===== src/rtl/mem_delay_pkg.sv =====
// Shared constants and entry bundle for the memory delay injector.
// Optional jitter via MEM_DELAY_JITTER_EN uses the LFSR constants below.
package mem_delay_pkg;

    localparam int DEF_NUM_CH    = 2;
    localparam int DEF_PAYLOAD_W = 70;
    localparam int DEF_DEPTH     = 4;
    localparam int DEF_DELAY_W   = 6;
    localparam int DEF_JITTER_W  = 3;

    // Right-shifting Galois form of x^16+x^14+x^13+x^11+1
    localparam logic [15:0] LFSR_POLY = 16'hB400;
    localparam logic [15:0] LFSR_SEED = 16'hACE1;

    typedef struct packed {
        logic [DEF_PAYLOAD_W-1:0] payload;
        logic [DEF_DELAY_W-1:0]   cnt;
    } entry_t;

endpackage


===== src/rtl/mem_delay_channel.sv =====
// One delay channel: in-order FIFO whose entries count down independently.
// MEM_DELAY_JITTER_EN adds a per-channel LFSR that lengthens each delay.
module mem_delay_channel
    import mem_delay_pkg::*;
#(
    parameter int PayloadWidth = DEF_PAYLOAD_W,
    parameter int Depth        = DEF_DEPTH,
    parameter int DelayWidth   = DEF_DELAY_W,
    parameter int JitterWidth  = DEF_JITTER_W,
    parameter int ChIdx        = 0
) (
    input  logic                        clk_i,
    input  logic                        rst_i,
    input  logic [DelayWidth-1:0]       cfg_delay_i,
    input  logic                        flush_i,
    input  logic                        req_i,
    output logic                        gnt_o,
    input  logic [PayloadWidth-1:0]     payload_i,
    output logic                        req_o,
    input  logic                        gnt_i,
    output logic [PayloadWidth-1:0]     payload_o,
    output logic [$clog2(Depth):0]      pending_o
);

    localparam int AW = $clog2(Depth);
    localparam int CW = AW + 1;

    typedef struct packed {
        logic [PayloadWidth-1:0] payload;
        logic [DelayWidth-1:0]   cnt;
    } slot_t;

    slot_t           mem [Depth];
    logic [AW-1:0]   wr_ptr;
    logic [AW-1:0]   rd_ptr;
    logic [CW-1:0]   pending;
    logic [DelayWidth-1:0] cnt_load;
    logic            push;
    logic            pop;

    assign gnt_o     = (pending != CW'(Depth));
    assign req_o     = (pending != '0) && (mem[rd_ptr].cnt == '0);
    assign payload_o = mem[rd_ptr].payload;
    assign pending_o = pending;

    assign push = req_i & gnt_o & ~flush_i;
    assign pop  = req_o & gnt_i & ~flush_i;

`ifdef MEM_DELAY_JITTER_EN
    localparam int SW = DelayWidth + 1;
    logic [15:0]   lfsr;
    logic [SW-1:0] sum;

    assign sum      = {1'b0, cfg_delay_i} + SW'(lfsr[JitterWidth-1:0]);
    assign cnt_load = sum[DelayWidth] ? '1 : sum[DelayWidth-1:0];

    // Advance the jitter source once per accepted request
    always_ff @(posedge clk_i or posedge rst_i) begin
        if (rst_i) begin
            lfsr <= LFSR_SEED + 16'(ChIdx);
        end else if (push) begin
            lfsr <= {1'b0, lfsr[15:1]} ^ (lfsr[0] ? LFSR_POLY : 16'h0);
        end
    end
`else
    logic unused_par;

    assign cnt_load   = cfg_delay_i;
    assign unused_par = ^{32'(JitterWidth), 32'(ChIdx)};
`endif

    // Load new entries, count every slot down toward zero
    always_ff @(posedge clk_i or posedge rst_i) begin
        if (rst_i) begin
            for (int i = 0; i < Depth; i++) begin
                mem[i] <= '0;
            end
        end else begin
            for (int i = 0; i < Depth; i++) begin
                if (push && wr_ptr == AW'(i)) begin
                    mem[i] <= '{payload: payload_i, cnt: cnt_load};
                end else if (mem[i].cnt != '0) begin
                    mem[i].cnt <= mem[i].cnt - 1'b1;
                end
            end
        end
    end

    // Pointers and occupancy; flush wins over push and pop
    always_ff @(posedge clk_i or posedge rst_i) begin
        if (rst_i) begin
            wr_ptr  <= '0;
            rd_ptr  <= '0;
            pending <= '0;
        end else if (flush_i) begin
            wr_ptr  <= '0;
            rd_ptr  <= '0;
            pending <= '0;
        end else begin
            wr_ptr  <= wr_ptr + AW'(push);
            rd_ptr  <= rd_ptr + AW'(pop);
            pending <= pending + CW'(push) - CW'(pop);
        end
    end

endmodule


===== src/rtl/mem_delay_injector.sv =====
// Multi-channel request delay injector for latency-tolerance testing.
// Build with MEM_DELAY_JITTER_EN to add random extra delay per request.
module mem_delay_injector
    import mem_delay_pkg::*;
#(
    parameter int NumChannels  = DEF_NUM_CH,
    parameter int PayloadWidth = DEF_PAYLOAD_W,
    parameter int Depth        = DEF_DEPTH,
    parameter int DelayWidth   = DEF_DELAY_W,
    parameter int JitterWidth  = DEF_JITTER_W
) (
    input  logic                                  clk_i,
    input  logic                                  rst_i,
    input  logic [NumChannels*DelayWidth-1:0]     cfg_delay_i,
    input  logic [NumChannels-1:0]                flush_i,
    input  logic [NumChannels-1:0]                req_i,
    output logic [NumChannels-1:0]                gnt_o,
    input  logic [NumChannels*PayloadWidth-1:0]   payload_i,
    output logic [NumChannels-1:0]                req_o,
    input  logic [NumChannels-1:0]                gnt_i,
    output logic [NumChannels*PayloadWidth-1:0]   payload_o,
    output logic [NumChannels*($clog2(Depth)+1)-1:0] pending_o
);

    localparam int CW = $clog2(Depth) + 1;

    // One independent channel per port slice
    for (genvar c = 0; c < NumChannels; c++) begin : g_ch
        mem_delay_channel #(
            .PayloadWidth (PayloadWidth),
            .Depth        (Depth),
            .DelayWidth   (DelayWidth),
            .JitterWidth  (JitterWidth),
            .ChIdx        (c)
        ) u_ch (
            .clk_i       (clk_i),
            .rst_i       (rst_i),
            .cfg_delay_i (cfg_delay_i[c*DelayWidth +: DelayWidth]),
            .flush_i     (flush_i[c]),
            .req_i       (req_i[c]),
            .gnt_o       (gnt_o[c]),
            .payload_i   (payload_i[c*PayloadWidth +: PayloadWidth]),
            .req_o       (req_o[c]),
            .gnt_i       (gnt_i[c]),
            .payload_o   (payload_o[c*PayloadWidth +: PayloadWidth]),
            .pending_o   (pending_o[c*CW +: CW])
        );
    end

endmodule


===== config.mk =====
export PLATFORM = sky130hd
export DESIGN_NAME = mem_delay_injector
export DESIGN_NICKNAME = d
export VERILOG_FILES = /design/src/rtl/mem_delay_pkg.sv /design/src/rtl/mem_delay_channel.sv /design/src/rtl/mem_delay_injector.sv
export SDC_FILE = /design/constraint.sdc
export NUM_CORES = 1
export LEC_CHECK = 0
export BUFFER_PORTS_ARGS = -buffer_cell sky130_fd_sc_hd__buf_2
export CAP_MARGIN = 20
export CORE_ASPECT_RATIO = 0.8
export CORE_UTILIZATION = 40
export CTS_CLUSTER_SIZE = 8
export DETAILED_ROUTE_END_ITERATION = 10
export PLACE_DENSITY = 0.69
export SYNTH_ARGS = -nofsm -noshare
export SYNTH_HDL_FRONTEND = slang
export SYNTH_HIERARCHICAL = 1
export SYNTH_SLANG_ARGS = --single-unit

===== constraint.sdc =====
create_clock -name clk_i -period 12.4 [get_ports clk_i]
set_clock_uncertainty 0.15 [all_clocks]
set_input_delay 1.24 -clock clk_i [delete_from_list [all_inputs] [get_ports clk_i]]
set_output_delay 1.24 -clock clk_i [all_outputs]
set_load 0.005 [all_outputs]

==> results of run 1 <==
==> through the flow <==
stage	worst slack, ns	utilization (%)	power (mW)	cell area (sq um)	instances
finish	7.82	46.5	6.55	33600	3034
global route	7.53	46.5	6.90	33600	3034
CTS	7.64	46.4	6.63	33600	3022
detailed placement	7.93	43.1	4.43	31200	2921
global placement	7.89	43.1	4.32	31100	2919
floorplan	2.41	-	3.97	29400	1752
==> power by group through the flow <==
stage / logic (mW) / clock network [mW] / registers (mW)
2_1_floorplan: 1.14 / 0 / 2.83
3_3_place_gp: 1.42 / 0 / 2.90
3_5_place_dp: 1.49 / 0 / 2.94
4_1_cts: 1.50 / 2.21 / 2.92
5_1_grt: 1.60 / 2.30 / 3.00
6_report: 1.48 / 2.14 / 2.93
==> per-layer routing <==
layer	share of wire (%)	vias up	GRT usage [%]	wire, microns
met5	0.083	-	0	55
met4	3.0	8	7.32	1980
met3	3.5	129	3.27	2340
met2	49	328	29.4	32500
met1	45	8766	24.5	29700
li1	-	7058	-	-
==> registers in the layout, indices dropped and copies added (netlist names) <==
signal               cells
g_ch.u_ch/mem          608
g_ch.u_ch/pending_o      6
g_ch.u_ch/rd_ptr         4
g_ch.u_ch/wr_ptr         4
==> worst max-delay path: cells and delay by family, from the launching register on <==
kind | cells | cell delay, ns
muxes | 1 | 0.63
DFF | 1 | 1.05
buffers and inverters | 2 | 0.87
==> cells by family after synthesis <==
family | Yosys count | synth area share, %
and+or+nand+nor | 162 | 3.08
DFF | 622 | 53.0
muxes | 728 | 36.9
buffers and inverters | 140 | 4.39
xor gates and xnor gates | 24 | 0.716
adders and majority gates | 18 | 0.818
AOI/OAI and AO/OA | 58 | 1.06
==> worst paths after layout <==
| check | from | to |
|---|---|---|
| max in group asynchronous | rst_i | g_ch[1].u_ch/mem[21] |
| min reg2reg | g_ch[0].u_ch/mem[281] | g_ch[0].u_ch/mem[281] |
| max | g_ch[0].u_ch/rd_ptr[0] | payload_o[27] |
| min | g_ch[0].u_ch/mem[281] | g_ch[0].u_ch/mem[281] |
| max reg2reg | g_ch[0].u_ch/pending_o[1] | g_ch[0].u_ch/mem[139] |
| min in group asynchronous | rst_i | g_ch[0].u_ch/mem[31] |
==> area by class of cell <==
cell class | count | share of cell area, %
multi-input cells | 990 | 37.3
well taps | 945 | 3.52
clock buffers | 94 | 6.71
diodes | 11 | 0.0819
inverters | 34 | 0.424
flip-flops and latches | 622 | 46.4
clock inverters | 7 | 0.335
repair buffers | 331 | 5.23
==> layout by cell type, fill, tap and decap left out, types with 6 or more instances in the layout <==
cell       Yosys  routed
a21oi_1       40      40
ha_1          16      16
mux2_2       260     260
o21ai_0       12      12
diode_2        0      11
mux4_2       140     140
clkbuf_16      0      89
nand2_1       24      24
buf_4         18      19
nor2b_1       12      12
xnor2_1       16      16
mux2i_1       20      20
mux2_4       294     294
xor2_1         8       8
inv_1         34      32
nor3_1        22      22
mux2_1        14      14
nand3_1        6       6
nor3b_1        6       6
buf_2         20     309
nor4_1         8       8
dfrtp_1      622     618
nor2_1        56      56
==> results.cfg, run 1 <==
[critical_path]
crit_path_start_kind = flip-flop
cp_max_fo = 44
setup.worst_path.class = reg2out
rr_worst_depth = 5
reg2reg_slack_ns = 8.89
worstPathCellList = buf_4, mux4_2, buf_2
slowest_stage = dfrtp_4
endpoint_kind = primary output
arrival_ns = 3.19
critPathMaxStageDelay_ns = 1.05
cp.required_ns = 11.01

[pwr]
p_comb_share_pct = 22.6
swShare_pct = 26.4
intPower_mw = 4.82
p_sw_mw = 1.73
power_frac_seq_pct = 44.7
power.leakage_nw = 16.3
p_clk_share_pct = 32.7
p_per_area_mw_per_mm2 = 195
vdd_drop_max_v = 0.000115

[cts]
numCtsBuffers = 88
cts_setup_buffers = 0
cts.sinks = 622
clock_tree.root_cell = clkbuf_16
clock_path_buffers = 3
cts_tree = done
cts.reportedPaths.clkPinSlew_ns = 0.05
clk_latency_ns = 0.63
post_cts_resized = 0
hold_buffers = 0
htreeDepth = 3

[detailed_routing]
first_iter_violations = 862
drc_errors = 0
dr.pass1.iters = 5
viasPerCell = 5.37
wl_per_cell_microns = 21.9
antenna_left = 0
vias = 16300
finalWirelength_microns = 66600

[timing]
relSlewSlack_pct = 33.9
fin_tns_setup_ns = 0
drv_slew = 0
min_period_ns = 4.58
min_period_over_period_pct = 37.0
worst_pin_slew_ns = 0.991
finalSetupViolCount = 0
rsz0062_at_grt = no
hold_violations = 0
fin_hold_ws_ns = 0.342
clock.fmax_mhz = 218

[run]
maxCapViolations = 0

[logic_synthesis]
ys_seq_area_share_pct = 53.0
synth_edf_count = 0
ys_seq_elements = 622
synth_area_leaders = dfrtp_1, mux2_4, mux4_2, mux2_2, buf_12
yosys.cell_count.top_type = dfrtp_1
synth_area_per_cell_sq_um = 16.8
ys.warnings.count = 6
synth_cells = 1752
synthArstFlopShare_pct = 100
synthFlopType = dfrtp_1
yosysTopAreaCellShare_pct = 53.0
synth_top_cell_by_area = dfrtp_1
syn_area_sq_mm = 0.0294
synth.distinct_cells = 41
synthTopCellsByCount = dfrtp_1, mux2_4, mux2_2
syn_nets = 1930

[placed_design]
io_buffers = 309
routabilityCongestion = 0.777
hpwl_microns = 42300

[final_layout]
fillers = 6184
drive_gt1_share_pct = 54.9
area_growth_pct = 14.4
regArea_sq_mm = 0.0156
nets = 2245
multi_input_area_sq_mm = 0.0126

[floorplanning]
io_pins = 310
rows = 88
core-area_sq_mm = 0.0723
dieArea_sq_mm = 0.0745
die_h_microns = 244
start_util_pct = 40.6
die_w_microns = 305

[min_path]
hp-class = reg2reg
hold_path_depth = 1

[global_routing]
antenna_found_initial = 15
grt_pass1_wl_microns = 107000
grt-ovfl-total = 0
grt_max_degree = 133
grt_pass1_vias = 18200
globalRouteTotalUtil_pct = 18.2

[outcome]
status = finished clean
Note: power is estimated with default switching activity, not from simulation.
==> inputs of run 2 (changes only) <==
- ABC_AREA: not set -> 1
- clock period: 12.4 -> 4.7 ns (I/O delays scaled with it)
==> run 2 against run 1 <==
  * Final cell count rose by 48%
  * Flip-flop and latch count did not move
  * Die area fell by 5.7%
  * Area after synthesis fell by 5.7%
  * Count of clock-buffer cells in the layout rose by 2
  * Sequential share of layout area rose by 0.27 points
  * Clock power rose to 2.7 times the previous value
  * Worst hold slack got worse by 0.30 ns
  * Highest routed layer unchanged
==> results.cfg, run 2 <==
[timing]
finalSetupViolCount = 0
fin_tns_setup_ns = 0
clock.fmax_mhz = 274
drv_slew = 0
hold_violations = 0
relSlewSlack_pct = 33.9
min_period_ns = 3.65
worst_pin_slew_ns = 0.991
min_period_over_period_pct = 77.6
rsz0062_at_grt = no
setup_slack_ns = 1.05

[logic_synthesis]
syn_nets = 3384
yosys.cell_count.top_type = nand2_1
synthTopCellsByCount = nand2_1, dfrtp_1, o21ai_1
synth_area_leaders = dfrtp_1, nand2_1, o21ai_1, o21ai_0, nor2_1
ys.warnings.count = 6
synthFlopType = dfrtp_1
synth_top_cell_by_area = dfrtp_1
yosysTopAreaCellShare_pct = 56.2
syn_area_sq_mm = 0.0277
synth_cells = 3206
ys_seq_area_share_pct = 56.2
synth_area_per_cell_sq_um = 8.64
synth_edf_count = 0
synth.distinct_cells = 30
synthArstFlopShare_pct = 100
ys_seq_elements = 622

[critical_path]
cp.required_ns = 4.08
cp_max_fo = 73
timing.rr.end = g_ch[1].u_ch/pending_o[2]
worstPathCellList = buf_4, o21ai_0, o22ai_1, buf_2
rr_worst_depth = 13
crit_path_start_kind = flip-flop
slowest_stage = dfrtp_4
endpoint_kind = primary output
r2r-start = g_ch[1].u_ch/rd_ptr[0]
setup.worst_path.class = reg2out
critPathMaxStageDelay_ns = 0.94
arrival_ns = 3.03
reg2reg_slack_ns = 1.66

[placed_design]
io_buffers = 309
place_area_sq_mm = 0.0295
place_ws_ns = 1.64
hpwl_microns = 41600
routabilityCongestion = 0.824

[min_path]
hold_path_depth = 3
hp-class = in2reg
holdPathEnd = g_ch[0].u_ch/mem[114]
min_from = payload_i[32]

[final_layout]
nets = 3734
design_area_sq_mm = 0.0334
largest-register = g_ch.u_ch/mem
largest_register_ffs = 608
final_common_cell = nand2_1
final_cell_mix = nand2_1, dfrtp_1, o21ai_1
final_util_pct = 49.2
area_growth_pct = 20.7
drive_gt1_share_pct = 12.9

[detailed_routing]
first_iter_violations = 1798
vias = 23100
wl_per_cell_microns = 16.0
dr.pass1.iters = 6
antenna_left = 0
drc_errors = 0
viasPerCell = 5.15
finalWirelength_microns = 71900

[cts]
numCtsBuffers = 88
cts.sinks = 622
cts_tree = done
post_cts_resized = 0
clk_latency_ns = 0.63
htreeDepth = 3
clock_tree.root_cell = clkbuf_16
clock_path_buffers = 3
cts.reportedPaths.clkPinSlew_ns = 0.05

[global_routing]
met1_usage_pct = 28.7
grt_use_met2_pct = 32.0
globalRouteTotalUtil_pct = 20.6
grt_max_degree = 148
gr-usage-met3_pct = 3.87
grt_pass1_vias = 22500
antenna_found_initial = 6
grt-ovfl-total = 0
busiest_layer = met2
grt_pass1_wl_microns = 118000

[floorplanning]
die_h_microns = 237
start_util_pct = 40.8
io_pins = 310
core-area_sq_mm = 0.0679
dieArea_sq_mm = 0.0703
die_w_microns = 296
rows = 85

[run]
maxCapViolations = 0

[pwr]
p_per_area_mw_per_mm2 = 502
vdd_drop_max_v = 0.000311
total_power_mw = 16.8
power.leakage_nw = 16.5

[outcome]
status = finished clean
==> run 2: cell count changes in the layout (fill, tap and decap cells not counted), moves of 144 or more <==
cell / previous run / this run
nand2_1: 24 / 654
o21ai_1: 0 / 480
o21ai_0: 12 / 386
mux2_4: 294 / 0
nor2_1: 56 / 330
mux2_2: 260 / 0
inv_1: 32 / 220
o22ai_1: 2 / 154
dlygate4sd3_1: 0 / 144
==> run 2: repair_timing <==
action | CTS | global route
hold buffers | 144 | 0
hold endpoints to repair | 547 | 0
setup buffers | 0 | 0
==> run 2: routing by layer <==
metal | wire [microns] | vias up | part of all wire (%)
li1 | - | 11300 | -
met1 | 32800 | 11000 | 46
met2 | 32600 | 635 | 45
met3 | 4070 | 156 | 5.7
met4 | 2290 | 2 | 3.2
met5 | 13 | - | 0.018
==> run 2: how the worst max path moves through the flow <==
| stage | startpoint | endpoint | slack [ns] | cells past startpoint |
|---|---|---|---|---|
| floorplan | rst_i | g_ch[0].u_ch/mem[0] | -0.06 | 1 |
| global placement | g_ch[1].u_ch/rd_ptr[0] | g_ch[1].u_ch/pending_o[2] | 1.56 | 13 |
| detailed placement | g_ch[1].u_ch/rd_ptr[0] | g_ch[1].u_ch/pending_o[2] | 1.64 | 13 |
| CTS | g_ch[1].u_ch/rd_ptr[0] | payload_o[79] | 1.04 | 4 |
| global route | g_ch[0].u_ch/rd_ptr[0] | payload_o[45] | 0.87 | 4 |
| finish | g_ch[1].u_ch/rd_ptr[0] | payload_o[79] | 1.05 | 4 |
==> run 2: cell type report <==
type                    instances  area (sq um)
clock inverters                 7           163
inverters                     228           868
repair buffers                482          3270
well taps                     913          1140
multi-input cells            2134         10100
diodes                          5          12.5
flip-flops and latches        622         15600
fillers                      6474         34400
clock buffers                  96          2270
==> run 2: worst max-delay path: cells and delay by family, from the launching register on <==
family / cells / cell delay, ns
DFF: 1 / 0.94
buffers and inverters: 2 / 0.89
AOI/OAI and AO/OA: 2 / 0.48
==> run 2: power breakdown <==
part / internal [mW] / total, mW / switching, mW
Sequential: 6.83 / 7.61 / 0.787
Clock: 3.45 / 5.74 / 2.29
Combinational: 1.53 / 3.42 / 1.90
==> run 2: cells by family after synthesis <==
| kind of cell | after synthesis | synth area share, % |
|---|---|---|
| adders and majority gates | 18 | 0.868 |
| DFF | 622 | 56.2 |
| AOI/OAI and AO/OA | 1036 | 19.5 |
| xor gates and xnor gates | 26 | 0.822 |
| and+or+nand+nor | 1054 | 15.1 |
| buffers and inverters | 450 | 7.46 |
==> run 2: through the flow <==
stage / instances / hold WS (ns)
global route: 4487 / 0.0333
global placement: 4235 / 0.311
floorplan: 3206 / 0.298
finish: 4487 / 0.0446
detailed placement: 4235 / 0.318
CTS: 4482 / 0.00197
==> inputs of run 3 (changes only) <==
- PLACE_DENSITY: 0.69 -> 0.71
- clock period: 4.7 -> 3 ns (I/O delays scaled with it)
==> run 3 against run 2 <==
  * First-iteration DRC count shrank 0.83%
  * Clock power grew 55%
  * Register-to-register slack lost 1.3 ns
  * Total power grew 57%
  * Non-clock buffer count grew 39
==> results.cfg, run 3 (synthesis results as in run 2) <==
[outcome]
status = finished clean

[final_layout]
regArea_sq_mm = 0.0156
drive_gt1_share_pct = 13.6
design_area_sq_mm = 0.0340
fillers = 6291
final_util_pct = 50.0
final_common_cell = nand2_1
nets = 3773
largest_register_ffs = 608
largest-register = g_ch.u_ch/mem
final_cell_mix = nand2_1, dfrtp_1, o21ai_1
area_growth_pct = 22.6
multi_input_area_sq_mm = 0.0101

[detailed_routing]
wl_per_cell_microns = 16.6
drc_errors = 0
first_iter_violations = 1783
vias = 23600
dr.pass1.iters = 6
finalWirelength_microns = 74900
viasPerCell = 5.21
antenna_left = 0

[placed_design]
routabilityCongestion = 0.834
hpwl_microns = 43600
place_area_sq_mm = 0.0300
io_buffers = 309

[global_routing]
grt_pass1_wl_microns = 121000
antenna_found_initial = 5
grt_max_degree = 141
grt-ovfl-total = 0
grt_pass1_vias = 22900
globalRouteTotalUtil_pct = 21.3

[critical_path]
crit_buf_inv = 3
setup.worst_path.class = reg2out
crit_path_start_kind = flip-flop
cp_max_fo = 140
cp.required_ns = 2.55
cp_top_family = buffers and inverters
arrival_ns = 2.44
endpoint_kind = primary output
critPathMaxStageDelay_ns = 0.52
worstPathCellList = inv_4, buf_12, o21ai_0, o22ai_1, buf_2
slowest_stage = dfrtp_4

[floorplanning]
rows = 85
core-area_sq_mm = 0.0679
dieArea_sq_mm = 0.0703
start_util_pct = 40.8
die_w_microns = 296
io_pins = 310
die_h_microns = 237

[cts]
clock_path_buffers = 3
numCtsBuffers = 88
cts_tree = done
clk_latency_ns = 0.63
htreeDepth = 3
clock_tree.root_cell = clkbuf_16
cts.reportedPaths.clkPinSlew_ns = 0.05
cts_setup_buffers = 0
cts.sinks = 622

[timing]
min_period_over_period_pct = 96.4
worst_pin_slew_ns = 0.792
fin_hold_ws_ns = 0.107
finalSetupViolCount = 0
drv_slew = 0
clock.fmax_mhz = 346
hold_violations = 0
fin_tns_setup_ns = 0
rsz0062_at_grt = no
min_period_ns = 2.89
relSlewSlack_pct = 47.2

[pwr]
power.leakage_nw = 16.8
p_per_area_mw_per_mm2 = 775
vdd_drop_max_v = 0.000478

[run]
maxCapViolations = 0

[min_path]
hp-class = in2reg
## run 3: cell types whose count changed in the layout (fill, tap and decap cells not counted), sizes merged
| cell | change |
|---|---|
| diode | -1 |
| clkinv | -1 |
| dlygate4sd3 | +11 |
| inv | +1 |
| bufinv | -1 |
| clkbuf | -1 |
| buf | +27 |
## run 3: routing by layer
metal  part of all wire (%)  GRT usage, %
met1                     44          29.1
met2                     46          33.8
met3                    5.9          3.93
met4                    3.1          7.79
met5                  0.017             0
## run 3: power by group
group	internal [mW]	switching [mW]	total [mW]
logic	2.45	3.05	5.51
clock network	5.33	3.54	8.87
registers	10.7	1.23	11.9
total	18.5	7.82	26.3
## run 3: final cells by class
cell class	count	share of cell area, %
flip-flops and latches	622	45.9
multi-input cells	2134	29.8
repair buffers	521	11.4
clock buffers	94	6.74
well taps	913	3.36
inverters	228	2.56
clock inverters	6	0.254
diodes	4	0.0295
## run 3: path summary, 6_finish.rpt
path	from	end	slack, ns	depth (start not counted)
max in group asynchronous	rst_i	g_ch[0].u_ch/rd_ptr[0]	1.44	4
setup / recovery	g_ch[1].u_ch/rd_ptr[0]	payload_o[71]	0.11	5
setup reg to reg	g_ch[0].u_ch/rd_ptr[0]	g_ch[0].u_ch/pending_o[2]	0.40	12
min in group asynchronous	rst_i	g_ch[1].u_ch/pending_o[2]	0.20	3
hold / removal	gnt_i[1]	g_ch[1].u_ch/rd_ptr[1]	0.11	5
hold reg to reg	g_ch[1].u_ch/mem[215]	g_ch[1].u_ch/mem[215]	0.33	2
## run 3: worst reg2reg max path, delay by kind of cell (launching register included)
kind | cells | cell delay [ns]
buf+inv | 2 | 0.10
fa+ha+maj | 3 | 0.75
simple gates | 6 | 0.73
xor+xnor | 1 | 0.16
flops | 1 | 0.58
## run 3: metrics by stage
step	total power, mW	std cells	setup slack (ns)
after floorplan	15.5	3206	-1.59
after global placement	17.1	4262	0.341
after detailed placement	17.3	4262	0.328
after CTS	26.5	4517	0.0407
after global routing	28.0	4522	0.0314
final	26.3	4522	0.108
## run 3: what timing repair did
action / CTS / global route
gates cloned: 0 / 1
hold buffers: 155 / 0
setup endpoints to repair: 50 / 14
gates resized for setup: 1 / 5
pin swaps: 0 / 0
hold endpoints to repair: 653 / 0
